## src/rtl/shift_seq_ctrl.sv

```systemverilog
// shift_seq_ctrl: multi-cycle 32-bit shift sequencer (SLL / SRL / SRA).
// One request at a time through valid/ready; the five binary-weighted stages
// (1, 2, 4, 8, 16) are applied one per clock to an internal working register.
// Shift amounts of 32 or more saturate to the fill value.
//
// Optional build macro: SHIFT_EARLY_EXIT_EN
//   undefined (default): every request takes the fixed 5-stage latency.
//   defined            : zero/saturating amounts go straight to DONE at
//                        acceptance; other amounts stop after the stage of
//                        the highest set bit of b[4:0].
// Results are bit-identical in both builds.
`timescale 1ns/1ps

module shift_seq_ctrl (
    input  logic        clock,
    input  logic        reset_n,
    input  logic        in_valid,
    output logic        in_ready,
    input  logic [1:0]  op,
    input  logic [31:0] a,
    input  logic [31:0] b,
    output logic        out_valid,
    input  logic        out_ready,
    output logic [31:0] result,
    output logic        busy
);

    typedef enum logic [1:0] {
        ST_IDLE  = 2'd0,
        ST_SHIFT = 2'd1,
        ST_DONE  = 2'd2
    } state_t;

    localparam logic [1:0] OP_SLL = 2'b00;
    localparam logic [1:0] OP_SRA = 2'b10;

    state_t      state_q,  state_d;
    logic [31:0] work_q,   work_d;
    logic [4:0]  amt_q,    amt_d;
    logic [2:0]  stage_q,  stage_d;
    logic        dir_q,    dir_d;     // 1 = left, 0 = right
    logic        fill_q,   fill_d;    // vacated-bit value for right shifts
    logic [31:0] result_q, result_d;

    logic        sat_s;
    logic        acc_fill_s;
    logic        last_s;

    // One binary-weighted stage: shift w by 2^k toward the selected direction.
    function automatic logic [31:0] stage_shift(
        input logic [31:0] w,
        input logic [2:0]  k,
        input logic        left,
        input logic        fill
    );
        logic [31:0] r;
        case (k)
            3'd0:    r = left ? {w[30:0], 1'b0}     : {fill, w[31:1]};
            3'd1:    r = left ? {w[29:0], 2'b00}    : {{2{fill}}, w[31:2]};
            3'd2:    r = left ? {w[27:0], 4'h0}     : {{4{fill}}, w[31:4]};
            3'd3:    r = left ? {w[23:0], 8'h00}    : {{8{fill}}, w[31:8]};
            3'd4:    r = left ? {w[15:0], 16'h0000} : {{16{fill}}, w[31:16]};
            default: r = w;
        endcase
        return r;
    endfunction

    // Outputs decoded from state or taken straight from registers.
    assign in_ready  = (state_q == ST_IDLE);
    assign out_valid = (state_q == ST_DONE);
    assign busy      = (state_q != ST_IDLE);
    assign result    = result_q;

    // Next-state logic: acceptance, per-stage shifting and result handshake.
    always_comb begin
        state_d    = state_q;
        work_d     = work_q;
        amt_d      = amt_q;
        stage_d    = stage_q;
        dir_d      = dir_q;
        fill_d     = fill_q;
        result_d   = result_q;
        sat_s      = |b[31:5];
        acc_fill_s = (op == OP_SRA) & a[31];
        last_s     = 1'b0;

        case (state_q)
            ST_IDLE: begin
                if (in_valid) begin
                    dir_d   = (op == OP_SLL);
                    fill_d  = acc_fill_s;
                    // Saturated requests keep the pattern fixed: the fill word
                    // is invariant under every stage, so no shifting is needed.
                    work_d  = sat_s ? {32{acc_fill_s}} : a;
                    amt_d   = sat_s ? 5'd0 : b[4:0];
                    stage_d = 3'd0;
`ifdef SHIFT_EARLY_EXIT_EN
                    if (sat_s || (b[4:0] == 5'd0)) begin
                        state_d  = ST_DONE;
                        result_d = sat_s ? {32{acc_fill_s}} : a;
                    end else begin
                        state_d  = ST_SHIFT;
                    end
`else
                    state_d = ST_SHIFT;
`endif
                end else begin
                    state_d = ST_IDLE;
                end
            end

            ST_SHIFT: begin
                if (amt_q[stage_q]) begin
                    work_d = stage_shift(work_q, stage_q, dir_q, fill_q);
                end else begin
                    work_d = work_q;
                end
`ifdef SHIFT_EARLY_EXIT_EN
                // Stop once no higher amount bit remains to be applied.
                last_s = (((amt_q >> stage_q) >> 3'd1) == 5'd0);
`else
                last_s = (stage_q == 3'd4);
`endif
                if (last_s) begin
                    state_d  = ST_DONE;
                    stage_d  = 3'd0;
                    result_d = work_d;
                end else begin
                    stage_d  = stage_q + 3'd1;
                end
            end

            ST_DONE: begin
                if (out_ready) begin
                    state_d = ST_IDLE;
                end else begin
                    state_d = ST_DONE;
                end
            end

            default: begin
                state_d = ST_IDLE;
                stage_d = 3'd0;
            end
        endcase
    end

    // State and datapath registers; async reset discards any in-flight request.
    always_ff @(posedge clock or negedge reset_n) begin
        if (!reset_n) begin
            state_q  <= ST_IDLE;
            work_q   <= 32'd0;
            amt_q    <= 5'd0;
            stage_q  <= 3'd0;
            dir_q    <= 1'b0;
            fill_q   <= 1'b0;
            result_q <= 32'd0;
        end else begin
            state_q  <= state_d;
            work_q   <= work_d;
            amt_q    <= amt_d;
            stage_q  <= stage_d;
            dir_q    <= dir_d;
            fill_q   <= fill_d;
            result_q <= result_d;
        end
    end

endmodule
```

## config.mk

```make
export PLATFORM = sky130hd
export DESIGN_NAME = shift_seq_ctrl
export DESIGN_NICKNAME = d
export VERILOG_FILES = /design/src/rtl/shift_seq_ctrl.sv
export SDC_FILE = /design/constraint.sdc
export NUM_CORES = 1
export LEC_CHECK = 0
export BUFFER_PORTS_ARGS = -buffer_cell sky130_fd_sc_hd__buf_2
export CAP_MARGIN = 20
export CORE_MARGIN = 3
export CORE_UTILIZATION = 30
export CTS_CLUSTER_SIZE = 16
export DETAILED_ROUTE_END_ITERATION = 12
export GPL_ROUTABILITY_DRIVEN = 1
export PLACE_DENSITY_LB_ADDON = 0.05
export RECOVER_POWER = 100
export SLEW_MARGIN = 20
export SYNTH_ARGS = -nofsm -noshare
export SYNTH_HDL_FRONTEND = slang
export SYNTH_SLANG_ARGS = --single-unit
```

## constraint.sdc

```tcl
create_clock -name clock -period 7.1 [get_ports clock]
set_clock_uncertainty 0.2 [all_clocks]
set_input_delay 0 -clock clock [delete_from_list [all_inputs] [get_ports clock]]
set_output_delay 0 -clock clock [all_outputs]
set_load 0.02 [all_outputs]
```

==> summary.md, run 1 <==
| Metric | Value |
|---|---|
| Die height | `143.4 um` |
| Net Sw Frac | `0.4946` |
| Setup_tns | `0 ps` |
| CTS clk-pin slew, worst paths | `60 ps` |
| Critical path type | `reg2reg` |
| CORE AREA | `0.01827 sq mm` |
| Synth warn | `0` |
| Fin crit period | `4350 ps` |
| Outcome | `finished, violations left` |
| Cell area after synthesis | `0.005664 sq mm` |
| Critical-path top delay cell | `clkbuf_1` |
| Final wirelength | `22.67 mm` |
| CP dominant cell by count | `clkbuf_1` |
| IO Pins | `105` |
| # rows | `49` |
| CTS Hold Bufs | `46` |
| Post-synth EDFFs | `0` |
| Worst-margin pin slew | `2589 ps` |
| PortBufs | `104` |
| Max stage delay on crit path | `1100 ps` |
| Area contributors post-synth | `dfrtp_1, mux2i_1, nand2_1` |
| Die ar. | `0.02057 sq mm` |
| FMAX | `229.9 MHz` |
| Final critical-path share of the clock period | `0.6127` |
| DR iter-0 viols | `584` |
| Final nets | `850` |
| Critical Path, Cell by Cell | `nor2b_1 > clkbuf_1 > nand2_1 > clkbuf_1 > o31ai_1` |
| Vias in the first global route | `5,936` |
| Most frequent cell after synthesis | `nand2_1` |
| Register bit total from synthesis | `76` |
| CTS Buffer Depth | `2` |
| Main flop type after synthesis | `dfrtp_1` |
| PwrDens | `420.5 mW/mm^2` |
| Commonest cells post-synth | `nand2_1, dfrtp_1, a21oi_1, mux2i_1, o21ai_0` |
| Syn-to-layout area delta | `22.42%` |
| Power share of the combinational group | `0.533` |
| Post-route setup slack | `2750 ps` |
| Share of post-route cells with drive strength above 1 | `0.1463` |
| Slew Limit Fails | `165` |
| Synth cell types | `59` |
| CTS resizes | `0` |
| Critical path launch point type | `flop` |
| Unrepaired setup endpoints after global routing | `no` |
| Crit Path Max Fanout | `45` |
| Final Wtd Congestion | `0.9601` |
| Post-CTS Setup Repair Bufs | `0` |
| Syn nets | `738` |
| Root Driver | `clkbuf_16` |
| Fillcell total | `1,894` |
| Static leakage | `0.002823 uW` |
| CTS tree | `done` |
| Number of antenna violations at the first check in global routing | `0` |
| CTS buffer count | `9` |
| Yosys top cell area share | `0.3358` |
| Hold Crit Class | `in2reg` |
| DR DRC count | `0` |
| Final setup fails | `0` |
| GRT overflow | `0` |
| WP data required | `7140 ps` |
| Max_slew headroom | `-0.7259` |
| Syn Area/Cell | `8.543 sq um` |
| CTS sink cnt | `76` |
| DR vias | `5,887` |
| Final Hold Viols | `0` |
| Die width | `143.4 um` |
| Max-cap violations | `5` |
| Internal power | `1474 uW` |
| Htree depth | `3` |
| Psw | `1442 uW` |
| First-pass GRT wire length | `35.02 mm` |
| Post-Place Worst Slack | `3665 ps` |
| HPWL after detailed placement | `15.81 mm` |
| Routed WL per cell | `22.47 um` |
| ANT nets after route | `0` |
| Post-Syn Instances | `663` |
| Vias/cell | `5.834` |
| VDD IR-drop max | `0.1514 mV` |
| Largest net degree at the start of global routing | `85` |
| Clk_lat worst skew | `350 ps` |
| Seq pwr share | `0.292` |
| Crit path DAT | `4390 ps` |
| Failing checks | `max-capacitance violations, max-slew violations` |
| Drt pass-1 iters | `5` |
| Leading area contributor after synthesis | `dfrtp_1` |
| Starting Density | `0.3100` |
| Global-route usage over all layers | `0.2223` |
| Clock share of power | `0.174` |
| Crit. End Element | `flop` |
| Synth async-reset ratio | `1.000` |
| Post-synthesis sequential area ratio | `0.3358` |
==> worst paths after layout <==
kind / cells past startpoint / end / slack [ps] / startpoint
worst min register to register: 2 / result[27] / 280 / result[27]
max in group asynchronous: 4 / result[5] / 3610 / reset_n
worst min-delay path: 4 / work_q[31] / 140 / op[1]
worst max-delay path: 5 / result[18] / 2750 / state_q[0]
min in group asynchronous: 4 / result[25] / 1280 / reset_n
worst max register to register: 5 / result[18] / 2750 / state_q[0]
==> final cells by class <==
cell class              count  area [sq um]  share of cell area
clock buffers               9         225.2             0.03248
repair buffers            163          1012              0.1460
multi-input cells         512          3368              0.4857
clock inverters             6         88.84             0.01281
inverters                  13         48.80            0.007037
diodes                      1         2.502           0.0003609
well taps                 229         286.5             0.04132
flip-flops and latches     76          1902              0.2743
==> cells by family after synthesis <==
group / after synthesis / synth area share
compound gates: 227 / 0.2836
fa+ha+maj: 5 / 0.01104
buf+inv: 75 / 0.06538
flops: 76 / 0.3358
mux: 63 / 0.1164
simple gates: 217 / 0.1878
==> state kept, by name, summed over array words and instances (netlist names) <==
signal and count:
state_q 2, work_q 32, stage_q 3, fill_q 1, amt_q 5, result 32, dir_q 1
==> metrics by stage <==
stage,total power [uW],cell area (sq um),hold WS (ps),util,cells
after floorplan,1885,5664,-495.6,-,663
after global placement,2400,6267,-217.7,0.3430,947
after detailed placement,2395,6267,-200.6,0.3430,947
after CTS,2938,7052,83.65,0.3860,1008
after global routing,3112,6932,119.5,0.3794,1008
final,2916,6934,135.1,0.3795,1009
==> cells in the final DEF, fill, tap and decap left out, types with 4 or more instances in the layout <==
cell type      netlist  final
nand2_1            100    100
dfrtp_1             76     76
buf_2               20     68
a21oi_1             63     63
mux2i_1             58     58
dlygate4sd3_1        0     45
clkbuf_1            29     41
o21ai_0             34     34
nor2_1              32     33
nand2b_1            29     29
a221oi_1            22     24
o31ai_1             22     21
o22ai_1             21     21
or4_1               12     13
inv_1               12     12
a221oi_2            11      9
clkbuf_16            0      9
buf_4                6      9
nor4_1               8      8
a211o_1              7      7
nor3_1               6      6
a211oi_1             6      6
a22o_1               6      6
nor2b_1              5      5
nand3_1              5      5
a21boi_0             5      5
ha_1                 5      5
and2_1               4      4
or3_1                4      4
a21boi_2             4      4
==> power by group through the flow <==
stage,Clock (uW),Combinational [uW],Sequential [uW]
CTS,521,1570,847
finish,508,1560,852
global route,539,1690,879
floorplan,0,1120,762
detailed placement,0,1540,855
global placement,0,1540,856
==> worst max-delay path, delay by kind of cell, from the launching register on <==
| kind | cells | cell delay (ps) |
|---|---|---|
| DFF | 1 | 500 |
| AOI/OAI and AO/OA | 1 | 500 |
| buffers and inverters | 2 | 2020 |
| and+or+nand+nor | 2 | 950 |
==> routing by layer <==
layer	GRT usage	part of all wire
met1	0.3045	0.45
met2	0.3470	0.46
met3	0.04559	0.060
met4	0.08226	0.028
met5	0	0
Power figures use the tool's default switching activity.
==> inputs of run 2 (changes only) <==
==> constraint.sdc (replaced) <==
create_clock -name clock -period 4.3 [get_ports clock]
set_clock_uncertainty 0.2 [all_clocks]
set_input_delay 0 -clock clock [delete_from_list [all_inputs] [get_ports clock]]
set_output_delay 0 -clock clock [all_outputs]
set_load 0.02 [all_outputs]
==> summary.md, run 2 (synthesis results as in run 1) <==
| Metric | Value |
|---|---|
| Die height | `143.4 um` |
| Max-cap violations | `2` |
| Max_slew headroom | `-0.07026` |
| Unrepaired setup endpoints after global routing | `no` |
| Die width | `143.4 um` |
| Crit Path Max Fanout | `21` |
| Max stage delay on crit path | `670 ps` |
| DR iter-0 viols | `608` |
| Final Hold Viols | `0` |
| PwrDens | `691.9 mW/mm^2` |
| Seq pwr share | `0.295` |
| Internal power | `2415 uW` |
| Critical path origin | `stage_q[2]` |
| CTS clk-pin slew, worst paths | `60 ps` |
| Critical Path, Cell by Cell | `clkinv_1 > ha_1 > nor2_1 > o21ai_0 > o31a_1 > clkbuf_1 > mux2i_1 > a221oi_2` |
| # rows | `49` |
| Static leakage | `0.002857 uW` |
| Hold Crit Class | `in2reg` |
| DR WL met2 | `10.94 mm` |
| Worst r2r src | `stage_q[2]` |
| GRT overflow | `0` |
| Fin crit period | `3742 ps` |
| Slew Limit Fails | `41` |
| Outcome | `finished, violations left` |
| WP data required | `4260 ps` |
| Max layer used | `met4` |
| Final Wtd Congestion | `0.9467` |
| Vias/cell | `5.787` |
| Commonest non-fill, non-tap cell in the layout | `nand2_1` |
| Htree depth | `3` |
| CTS resizes | `0` |
| Syn-to-layout area delta | `23.55%` |
| Global-route usage over all layers | `0.2325` |
| IO Pins | `105` |
| Post-CTS Setup Repair Bufs | `0` |
| PortBufs | `104` |
| Share of post-route cells with drive strength above 1 | `0.1599` |
| FMAX | `267.2 MHz` |
| Vias in the first global route | `5,943` |
| Critical-path top delay cell | `clkbuf_1` |
| Metal-1 WL | `10.59 mm` |
| Final critical-path share of the clock period | `0.8703` |
| CTS sink cnt | `76` |
| Worst-margin pin slew | `1605 ps` |
| Die ar. | `0.02057 sq mm` |
| Crit path DAT | `3710 ps` |
| Power share of the combinational group | `0.539` |
| Drt pass-1 iters | `5` |
| VDD IR-drop max | `0.2139 mV` |
| CTS Buffer Depth | `2` |
| CTS Hold Bufs | `48` |
| Routed WL per cell | `23.17 um` |
| HPWL after detailed placement | `16.89 mm` |
| Post-Place Worst Slack | `925.1 ps` |
| Starting Density | `0.3100` |
| Psw | `2427 uW` |
| DR WL met3 | `1.385 mm` |
| Final nets | `858` |
| Net Sw Frac | `0.5013` |
| Clk_lat worst skew | `360 ps` |
| Reg2reg setup slack | `560 ps` |
| Number of antenna violations at the first check in global routing | `0` |
| Inserted Diodes | `0` |
| CORE AREA | `0.01827 sq mm` |
| First-pass GRT wire length | `36.46 mm` |
| Final setup fails | `0` |
| Setup_tns | `0 ps` |
| Root Driver | `clkbuf_16` |
| Crit. End Element | `flop` |
| Clock share of power | `0.165` |
| Commonest non-fill, non-tap cells in the layout | `nand2_1, dfrtp_1, buf_2, a21oi_1, mux2i_1` |
| CTS buffer count | `9` |
| CTS tree | `done` |
| Failing checks | `max-capacitance violations, max-slew violations` |
| Post-route setup slack | `557.6 ps` |
| Critical path launch point type | `flop` |
| ANT nets after route | `0` |
| Final wirelength | `23.57 mm` |
| CP endpoint | `work_q[6]` |
| Reg2Reg Capture Point | `work_q[6]` |
| DR DRC count | `0` |
| DR vias | `5,885` |
| Critical path type | `reg2reg` |
| Largest net degree at the start of global routing | `42` |
| Reg2Reg Depth | `8` |
==> run 2: power groups by stage <==
stage                     Sequential [uW]  Clock (uW)  Combinational, uW
final                                1430         800               2610
after global routing                 1470         844               2840
after CTS                            1420         816               2640
after detailed placement             1430           0               2590
after global placement               1430           0               2620
after floorplan                      1260           0               1850
==> run 2: final cells by class <==
class                      count  area, sq um
fill                        1926        11270
multi-input combinational    512         3376
sequential                    76         1906
timing repair buffer         171         1080
tap                          229        286.5
clock buffer                  10        229.0
clock inverter                 6        72.57
inverter                      13        48.80
==> run 2: stage by stage <==
| stage | instance area, sq um | util | power, uW | hold WS, ps | std cells |
|---|---|---|---|---|---|
| after floorplan | 5664 | - | 3113 | -495.6 | 663 |
| after global placement | 6309 | 0.3453 | 4050 | -195.5 | 953 |
| after detailed placement | 6309 | 0.3453 | 4020 | -187.8 | 953 |
| after CTS | 7091 | 0.3881 | 4877 | 95.85 | 1017 |
| after global routing | 6998 | 0.3830 | 5156 | 199.7 | 1017 |
| final | 6998 | 0.3830 | 4842 | 171.9 | 1017 |
==> run 2: how the worst min path moves through the flow <==
stage            endpoint  startpoint  slack (ps)  cells past startpoint
5_1_grt        state_q[1]   out_ready         200                      3
6_report       state_q[1]   out_ready         170                      3
4_1_cts          amt_q[4]       b[27]         100                      5
2_1_floorplan    amt_q[0]     reset_n        -500                      0
3_5_place_dp   result[24]     reset_n        -190                      1
3_3_place_gp   result[24]     reset_n        -200                      1
==> run 2: layer usage <==
layer / GRT usage / vias to the layer above
li1: - / 2725
met1: 0.3170 / 2874
met2: 0.3746 / 246
met3: 0.03361 / 40
met4: 0.08722 / 0
met5: 0 / -
==> run 2: critical path, delay by kind of cell (launching register included) <==
kind / cells / cell delay (ps)
mux: 1 / 410
fa+ha+maj: 1 / 460
compound gates: 3 / 850
simple gates: 1 / 60
buf+inv: 2 / 940
flops: 1 / 610
==> inputs of run 3 (changes only) <==
--- a/config.mk
+++ b/config.mk
@@ -5,6 +5,7 @@
 export SDC_FILE = /design/constraint.sdc
 export NUM_CORES = 1
 export LEC_CHECK = 0
+export ABC_AREA = 1
 export BUFFER_PORTS_ARGS = -buffer_cell sky130_fd_sc_hd__buf_2
 export CAP_MARGIN = 20
 export CORE_MARGIN = 3
@@ -13,7 +14,6 @@
 export DETAILED_ROUTE_END_ITERATION = 12
 export GPL_ROUTABILITY_DRIVEN = 1
 export PLACE_DENSITY_LB_ADDON = 0.05
-export RECOVER_POWER = 100
 export SLEW_MARGIN = 20
 export SYNTH_ARGS = -nofsm -noshare
 export SYNTH_HDL_FRONTEND = slang
==> summary.md, run 3 <==
| Metric | Value |
|---|---|
| GRT overflow | `0` |
| Max-cap violations | `0` |
| DR vias | `6,551` |
| Unrepaired setup endpoints after global routing | `no` |
| CTS sink cnt | `76` |
| PwrDens | `801.6 mW/mm^2` |
| Hold Crit Class | `in2reg` |
| Cell area after synthesis | `0.005669 sq mm` |
| # rows | `49` |
| Syn-to-layout area delta | `26.26%` |
| Clock share of power | `0.134` |
| First-pass GRT wire length | `35.38 mm` |
| Die ar. | `0.02058 sq mm` |
| CORE AREA | `0.01827 sq mm` |
| Clk_lat worst skew | `350 ps` |
| Final setup fails | `0` |
| Leading area contributor after synthesis | `dfrtp_1` |
| Static leakage | `0.003756 uW` |
| Final wirelength | `22.23 mm` |
| VDD IR-drop max | `0.3737 mV` |
| Starting Density | `0.3103` |
| Post-synthesis sequential area ratio | `0.3355` |
| Final nets | `1,129` |
| Main flop type after synthesis | `dfrtp_1` |
| Post-route setup slack | `1446 ps` |
| Max stage delay on crit path | `460 ps` |
| Outcome | `finished clean` |
| Vias/cell | `5.086` |
| Synth cell types | `28` |
| Post-Place Worst Slack | `1454 ps` |
| Commonest non-fill, non-tap cell in the layout | `nand2_1` |
| Final Hold Viols | `0` |
| Internal power | `2545 uW` |
| PortBufs | `104` |
| Die width | `143.5 um` |
| Synth warn | `0` |
| Drt pass-1 iters | `5` |
| Yosys top cell area share | `0.3355` |
| Critical path buffer and inverter count | `3` |
| Number of antenna violations at the first check in global routing | `0` |
| Final critical-path share of the clock period | `0.6636` |
| CTS clk-pin slew, worst paths | `70 ps` |
| CTS tree | `done` |
| Inserted Diodes | `0` |
| Register bit total from synthesis | `76` |
| Synth async-reset ratio | `1.000` |
| Crit Path Max Fanout | `32` |
| Global-route usage over all layers | `0.2190` |
| Critical path type | `reg2reg` |
| CP dominant cell by count | `inv_1` |
| CTS Buffer Depth | `2` |
| Max_slew headroom | `0.3369` |
| Die height | `143.5 um` |
| WP data required | `4360 ps` |
| Crit. End Element | `flop` |
| HPWL after detailed placement | `16.21 mm` |
| Htree depth | `3` |
| Largest net degree at the start of global routing | `43` |
| Critical Path, Cell by Cell | `inv_1 > ha_1 > nand2_2 > nor2_4 > inv_1 > buf_4 > o21ai_0` |
| Post-synth EDFFs | `0` |
| Net Sw Frac | `0.5564` |
| Seq pwr share | `0.217` |
| Psw | `3193 uW` |
| Fin crit period | `2854 ps` |
| FMAX | `350.4 MHz` |
| Syn nets | `998` |
| Routed WL per cell | `17.26 um` |
| Final Cell Area | `0.007158 sq mm` |
| DP Area | `0.006355 sq mm` |
| DR iter-0 viols | `534` |
| Post-Syn Instances | `923` |
| Most frequent cell after synthesis | `nand2_1` |
| Commonest non-fill, non-tap cells in the layout | `nand2_1, nand3_1, buf_2, dfrtp_1, inv_1` |
| Share of post-route cells with drive strength above 1 | `0.1445` |
| ANT nets after route | `0` |
| Slew Limit Fails | `0` |
| Crit path DAT | `2910 ps` |
| Setup_tns | `0 ps` |
| Power share of the combinational group | `0.649` |
| IO Pins | `105` |
| Critical-path top delay cell | `nor2_4` |
| Vias in the first global route | `6,431` |
| Post-CTS Setup Repair Bufs | `0` |
| Area contributors post-synth | `dfrtp_1, nand2_1, nand3_1` |
| DR DRC count | `0` |
| Commonest cells post-synth | `nand2_1, nand3_1, dfrtp_1, inv_1, nor2_1` |
| Final Wtd Congestion | `0.9540` |
| Worst-margin pin slew | `991.0 ps` |
| Kind of cell adding the most delay to the critical path | `buffers and inverters` |
| Fin util | `0.3918` |
| CTS buffer count | `9` |
| Critical path launch point type | `flop` |
| Syn Area/Cell | `6.142 sq um` |
| Root Driver | `clkbuf_16` |
run 3: metrics by stage:
step                      hold slack (ps)  power (uW)  cells
after detailed placement           -197.2        4942   1221
after global placement             -191.3        4973   1220
after CTS                           165.5        5766   1288
final                               171.5        5738   1288
after floorplan                    -495.6        3823    923
after global routing                177.8        6300   1288
run 3: cells by family after synthesis:
group | share of synthesized area
AND/OR/NAND/NOR | 0.5100
adder cells (fa/ha/maj) | 0.01104
flip-flops | 0.3355
AO/OA/AOI/OAI | 0.05959
buffers and inverters | 0.08387
run 3: cell type report:
cell class | instances | area [sq um]
Clock buffer | 9 | 225.2
Multi-Input combinational cell | 737 | 3294
Sequential cell | 76 | 1902
Timing Repair Buffer | 171 | 1171
Tap cell | 229 | 286.5
Clock inverter | 7 | 57.56
Inverter | 59 | 221.5
Fill cell | 2054 | 11110
run 3: worst min-delay path, delay by kind of cell:
kind / cells / cell delay, ps
compound gates: 1 / 60
buf+inv: 2 / 620
run 3: per-layer routing:
layer  wire length, um  up-vias  GRT usage
met1             10590     3035     0.3116
met5                 0        -          0
li1                  -     3277          -
met2             10060      213     0.3478
met4               368        0    0.05996
met3              1215       26    0.03228
run 3: final timing paths:
path / to / from / slack [ps] / cells past startpoint
setup / recovery: result[8] / stage_q[0] / 1450 / 7
hold / removal: state_q[1] / out_ready / 170 / 3
setup reg to reg: result[8] / stage_q[0] / 1450 / 7
hold reg to reg: result[1] / result[1] / 280 / 2
max in group asynchronous: result[1] / reset_n / 2850 / 4
min in group asynchronous: result[4] / reset_n / 480 / 4
run 3: repair_timing:
action,4_1_cts,5_1_grt
gates resized for setup,0,0
endpoints found under the hold margin,78,0
hold buffers,51,0
run 3: power groups by stage:
| stage | sequential [uW] | combinational [uW] | clock [uW] |
|---|---|---|---|
| after detailed placement | 1260 | 3690 | 0 |
| after global routing | 1280 | 4210 | 810 |
| after global placement | 1260 | 3710 | 0 |
| final | 1250 | 3720 | 768 |
| after CTS | 1250 | 3730 | 786 |
| after floorplan | 1350 | 2470 | 0 |
